### config.mk
export PLATFORM = sky130hd
export DESIGN_NAME = led_fade_driver
export DESIGN_NICKNAME = d
export VERILOG_FILES = /design/src/rtl/led_fade_driver.sv
export SDC_FILE = /design/constraint.sdc
export NUM_CORES = 1
export LEC_CHECK = 0
export ABC_CLOCK_PERIOD_IN_PS = 800
export CORE_AREA = 2 2 39 41
export CTS_CLUSTER_DIAMETER = 30
export DETAILED_ROUTE_END_ITERATION = 8
export DIE_AREA = 0 0 41 43
export GPL_ROUTABILITY_DRIVEN = 0
export PLACE_DENSITY_LB_ADDON = 0.2
export SYNTH_ARGS = -nofsm -noshare
export SYNTH_HDL_FRONTEND = slang
export SYNTH_SLANG_ARGS = --single-unit
### constraint.sdc
create_clock -name clk_clk -period 0.8 [get_ports clk_clk]
set_input_delay 0.16 -clock clk_clk [delete_from_list [all_inputs] [get_ports clk_clk]]
set_output_delay 0.16 -clock clk_clk [all_outputs]
set_load 0.005 [all_outputs]
### src/rtl/led_fade_driver.sv
// Four-channel LED driver with PWM fade-in/fade-out between on and off requests.
// Fading is built only when LED_FADE_EN is defined; otherwise the LEDs follow led_export after two registers.
module led_fade_driver #(
  parameter int PWM_BITS        = 8,
  parameter int PRESCALE        = 196,
  parameter int FADE_STEP_TICKS = 4,
  parameter int MAX_DUTY        = 255
) (
  input  logic       clk_clk,
  input  logic       reset_reset,
  input  logic [3:0] led_export,
  output logic [3:0] led_out,
  output logic       busy
);

  if (PWM_BITS < 1 || PRESCALE < 1 || PRESCALE > 65535 ||
      FADE_STEP_TICKS < 1 || FADE_STEP_TICKS > 255 ||
      MAX_DUTY < 1 || MAX_DUTY > (2 ** PWM_BITS) - 1) begin : g_bad_cfg
    $error("led_fade_driver: illegal parameter set");
  end

  typedef enum logic [1:0] {
    ST_OFF       = 2'd0,
    ST_RAMP_UP   = 2'd1,
    ST_ON        = 2'd2,
    ST_RAMP_DOWN = 2'd3
  } chan_state_t;

  logic [3:0]  led_q;
  chan_state_t state      [4];
  chan_state_t state_next [4];

  always_ff @(posedge clk_clk) begin
    if (reset_reset) begin
      led_q <= '0;
    end else begin
      led_q <= led_export;
    end
  end

`ifdef LED_FADE_EN

  localparam int PS_W = (PRESCALE > 1) ? $clog2(PRESCALE) : 1;
  localparam int SC_W = (FADE_STEP_TICKS > 1) ? $clog2(FADE_STEP_TICKS) : 1;
  localparam logic [PS_W-1:0]     PS_LAST = PS_W'(PRESCALE - 1);
  localparam logic [SC_W-1:0]     SC_LAST = SC_W'(FADE_STEP_TICKS - 1);
  localparam logic [PWM_BITS-1:0] MAX_D   = PWM_BITS'(MAX_DUTY);
  localparam logic [PWM_BITS-1:0] ONE_D   = PWM_BITS'(1);

  logic [PS_W-1:0]     presc;
  logic [PWM_BITS-1:0] pwm_cnt;
  logic [SC_W-1:0]     step_cnt;
  logic                tick;
  logic                period_end;
  logic                step;
  logic [PWM_BITS-1:0] duty      [4];
  logic [PWM_BITS-1:0] duty_next [4];
  logic [3:0]          fading;

  assign tick       = (presc == PS_LAST);
  assign period_end = tick && (pwm_cnt == '1);
  assign step       = period_end && (step_cnt == SC_LAST);

  // Timebase shared by all channels keeps their fades phase-aligned.
  always_ff @(posedge clk_clk) begin
    if (reset_reset) begin
      presc    <= '0;
      pwm_cnt  <= '0;
      step_cnt <= '0;
    end else begin
      presc <= tick ? '0 : presc + PS_W'(1);
      if (tick) begin
        pwm_cnt <= pwm_cnt + ONE_D;
      end
      if (period_end) begin
        step_cnt <= step ? '0 : step_cnt + SC_W'(1);
      end
    end
  end

  // Direction is resolved first so a step in the same cycle follows the new direction.
  always_comb begin
    for (int unsigned i = 0; i < 4; i++) begin
      state_next[i] = state[i];
      duty_next[i]  = duty[i];
      case (state[i])
        ST_OFF:       if (led_q[i])  state_next[i] = ST_RAMP_UP;
        ST_RAMP_UP:   if (!led_q[i]) state_next[i] = ST_RAMP_DOWN;
        ST_ON:        if (!led_q[i]) state_next[i] = ST_RAMP_DOWN;
        ST_RAMP_DOWN: if (led_q[i])  state_next[i] = ST_RAMP_UP;
        default:      state_next[i] = ST_OFF;
      endcase
      if (step && state_next[i] == ST_RAMP_UP) begin
        if (duty[i] >= MAX_D - ONE_D) begin
          duty_next[i]  = MAX_D;
          state_next[i] = ST_ON;
        end else begin
          duty_next[i] = duty[i] + ONE_D;
        end
      end else if (step && state_next[i] == ST_RAMP_DOWN) begin
        if (duty[i] <= ONE_D) begin
          duty_next[i]  = '0;
          state_next[i] = ST_OFF;
        end else begin
          duty_next[i] = duty[i] - ONE_D;
        end
      end
    end
  end

  always_comb begin
    for (int unsigned i = 0; i < 4; i++) begin
      fading[i] = (state[i] == ST_RAMP_UP) || (state[i] == ST_RAMP_DOWN);
    end
  end

  always_ff @(posedge clk_clk) begin
    if (reset_reset) begin
      state   <= '{default: ST_OFF};
      duty    <= '{default: '0};
      led_out <= '0;
      busy    <= 1'b0;
    end else begin
      for (int unsigned i = 0; i < 4; i++) begin
        state[i] <= state_next[i];
        duty[i]  <= duty_next[i];
        case (state[i])
          ST_ON:   led_out[i] <= 1'b1;
          ST_OFF:  led_out[i] <= 1'b0;
          default: led_out[i] <= (pwm_cnt < duty[i]);
        endcase
      end
      busy <= |fading;
    end
  end

`else

  always_comb begin
    for (int unsigned i = 0; i < 4; i++) begin
      state_next[i] = state[i];
      case (state[i])
        ST_OFF:  if (led_q[i])  state_next[i] = ST_ON;
        default: if (!led_q[i]) state_next[i] = ST_OFF;
      endcase
    end
  end

  // Output is registered from the next state, so it lands one cycle after led_q.
  always_ff @(posedge clk_clk) begin
    if (reset_reset) begin
      state   <= '{default: ST_OFF};
      led_out <= '0;
    end else begin
      for (int unsigned i = 0; i < 4; i++) begin
        state[i]   <= state_next[i];
        led_out[i] <= (state_next[i] == ST_ON);
      end
    end
  end

  assign busy = 1'b0;

`endif

endmodule
After elaboration in Yosys (flattened, before gate mapping)
Index checks and enable logic that the tools add are counted.

Output and inout bits: 5. Flip-flop bits (word level): 16.

Reductions and logical operators: 4. Equality and inequality tests: 4. Muxes and demuxes: 12.

Operators by type and width (count): 2-bit two-way mux (12); 2-bit equality test (second input constant) (4); 2-bit logical NOT (4).

Depth between registers and ports, before layout
Depth after elaboration: 3. Mapped depth: 2. Mapped depth without buffers: 2.

Least setup slack after synthesis
Ideal clock, no wire load.

Path type: register to register. Start point: register led_q[2]. End point: register state[2] in the netlist's numbering. Cell stages (with the launch flop): 2. Required time: 0.683 ns. Data arrival time: 0.463 ns. Slack: 0.221 ns. Buffers on the path: 0. Library setup time: 0.117 ns. Cell sequence: dfxtp_1 > and3b_2.

Longest elaborated chain between the ends: 2. Elaborated cells between the ends (all ways): 3. Classes of those cells: mux: 3.

Ends and longest elaborated chain: start: declaration (line 29) `logic [3:0] led_q;`; start signal: assignment (line 37) `led_q <= led_export;`; 2-bit two-way mux (on tied branches) (line 144, 143); 2-bit two-way mux (*) (line 142) `case (state[i])`; end signal: indexed assignment (line 156) `state[i] <= state_next[i];`; end: declaration (line 30) `chan_state_t state [4];`.

Mark *: on every way between the ends. The rest lies on a longest branch, timed or not. A chain may end at the register's enable or synchronous reset.

Worst setup path after layout
Start point: register led_out[2]. End point: output port led_out[2].

RTL lines: start: declaration (line 12) `output logic [3:0] led_out,`; start signal: indexed assignment (line 157) `led_out[i] <= (state_next[i] == ST_ON);`.

No word-level cell between the ends.

==> results <==
- The flow ran to the end, but the final reports show violations.
- The checks that failed: negative setup slack.
- Data arrives at the worst endpoint at 0.68 ns.
- The number of global-route vias before repair is 216.
- The detailed-route DRC error count is 0.
- The total of max-cap violations is 0.
- The I/O pin total is 11.
- The total congestion overflow is 0.
- The final route contains 226 vias.
- The total leakage power is 0.228 nW.
- The depth of the CTS H-tree is 1.
- In this run, post-CTS hold repair placed 0 buffers.
- Static timing analysis puts the maximum clock frequency at 1190 MHz.
- The count of distinct cell types in the synthesized netlist is 9.
- The insertion delay of the later-clocked pin in the worst-skew pair is 0.27 ns.
- The core box area is 1380 um2.
- STA classifies the critical path startpoint as a flop.
- Cells fill 35.9% of the core in the end.
- The setup skew after layout is 0.000477 ns.
- Leaving out fill and tap cells, the most frequent cell in the layout is dfxtp_1.
- The number of slew-limit violations in the final report is 0.
- The met1 wire length is 199 um.
- The clock tree from TritonCTS is built.
- The buffer levels on the longest clock path is 2.
- The number of buffers and inverters on the critical path is 1.
- The highest metal layer used by the detailed router is met4.
- The global-route wire length before repair is 876 um.
- The netlist area before placement is 379 um2.
- The global-route total usage across every layer is 8.39%.
- The final-report setup violation count is 4.
- VDD sags by at most 0.950 mV.
- The cell count after synthesis is 32.
- The final-report hold violation count is 0.
- The critical path in this run is classified as reg -> out.
- Summed over all nets, wire length on met2 after detailed routing comes to 243 um.
- After floorplanning, the core was divided into 14 placement rows.
- The kind of cell adding the most delay to the critical path is flip-flops.
- Summed over all layers, the routed wires come to 495 um.
- The quantity of gates resized following cts is 17.
- In the final routed layout, each cell accounts on average for 8.25 um.
- After clock tree synthesis, the clock-pin slew on the worst setup and hold paths is 0.07 ns.
- At the end of the flow, the number of nets in the layout was 51.
- The largest stage delay on the critical path is 0.30 ns.
- The HPWL after detailed placement is 365 um.
- The overall die area is 1760 um2.
- After synthesis the netlist holds a flip-flop and latch count of 12.
- The required time of the worst setup path is 0.64 ns.
- Averaged over all synthesized cells, the footprint is 11.8 um2.
- The number of buffers inserted by port buffering is 9.
- 0 antenna diodes ended up in the layout.
- In this run the horizontal extent of the chip is 41 um.
- In the post-route analysis, the smallest setup slack over all paths is -0.0416 ns.
- The number of antenna violations at the first check in global routing is 0.
- The net count after synthesis is 38.
- Sequential elements use 63.4% of the synthesized area.
- Measured along the y axis, the die boundary spans 43 um.
- The total length of routed met3 wires is 40 um.
- The initial utilization of the core area, before any placement, comes to 27.4%.
- The tightest min-delay check is of the in -> reg type.
- Setup repair after global routing could not meet its margin everywhere.
- The area growth from synthesis to layout is 31.0%.
- The worst hold slack is 0.352 ns.
- CTS saw 12 sinks.
- The maximum fanout encountered on the critical timing path is 1.
- The root cell of the clock tree is clkbuf_4.
- After clock tree synthesis, the setup repair step added 0 buffers.
- In this run the remaining antenna-violating nets after routing total 0.
- The power density over the cells is 2340 nW/um2.
- Entering global routing, the biggest net connects 10 pins.
- Traced cell by cell, the critical path runs through buf_2.
- The starting DRC count in detailed routing is 0.
- The number of iterations in the first detailed-routing pass is 1.
- The CTS buffer count is 3.
- The worst setup path is captured at a primary output.
- Yosys printed 0 warnings.
- The final worst-path cycle share is 105%.
- The mean number of vias per cell is 3.77.
- The cell with the largest stage delay on the worst path is dfxtp_1.
- The library cells used most frequently in the layout, excluding fill and tap cells, are 12 x dfxtp_1, 6 x nor2_1, 4 x and2b_2, 4 x clkdlybuf4s50_1, 4 x buf_2.
- Of the cells placed in the final design, the portion with a size suffix greater than 1 is 36.4%.
- The time the final worst path needs with I/O delays and setup is 0.842 ns.
metrics by stage:
stage	cell area [um2]	TNS, ns	setup WS, ns	total power [mW]	std cells
2_1_floorplan	379	0	0.221	0.672	32
3_3_place_gp	482	-3.85	-0.308	0.712	56
3_5_place_dp	482	-4.25	-0.338	0.715	56
4_1_cts	497	-0.218	-0.0574	1.18	60
5_1_grt	497	-0.310	-0.0815	1.23	60
6_report	497	-0.155	-0.0416	1.16	60
flip-flops by register name (all words and copies together), names as in the netlist:
| signal | flops |
|---|---|
| led_out | 4 |
| state | 4 |
| led_q | 4 |
final cells by class:
cell class | count | area [um2]
inverters | 3 | 11.3
flip-flops and latches | 12 | 240
clock buffers | 4 | 36.3
well taps | 16 | 20.0
repair buffers | 9 | 68.8
multi-input cells | 16 | 120
fillers | 141 | 887
power by group:
part,switching (mW),total (mW),internal (mW),leakage (nW)
Sequential,0.00866,0.624,0.616,0.0984
Combinational,0.0185,0.0653,0.0468,0.108
Clock,0.198,0.474,0.276,0.0210
cells in the mapped netlist:
| library cell | number | area (um2) |
|---|---|---|
| and2b_2 | 4 | 35.0 |
| nor2_1 | 6 | 22.5 |
| dfxtp_1 | 12 | 240 |
| conb_1 | 1 | 3.75 |
| nand2b_4 | 3 | 41.3 |
| buf_4 | 1 | 7.51 |
| nor3b_1 | 1 | 7.51 |
| and3b_2 | 1 | 10.0 |
| inv_1 | 3 | 11.3 |
final timing paths:
check	slack [ns]	to	cells after the start	startpoint
max	-0.04	led_out[2]	1	led_out[2]
min	0.35	led_out[2]	2	reset_reset
max reg2reg	0.19	state[2]	1	led_q[2]
min reg2reg	0.41	led_out[1]	1	state[4]
cells by family (layout without fill, tap and decap cells):
group	count (synthesis)	after routing	synth area share, %
flip-flops	12	12	63.4
AND/OR/NAND/NOR	15	15	30.7
buffers and inverters	4	16	4.95
other	1	1	0.989
metal layers:
layer  up-vias  GRT usage (%)
met2         7           9.69
li1        117              -
met5         -              0
met3         2           3.14
met4         0           12.0
met1       100           9.21
No activity file was read; power rests on OpenSTA's default activity.
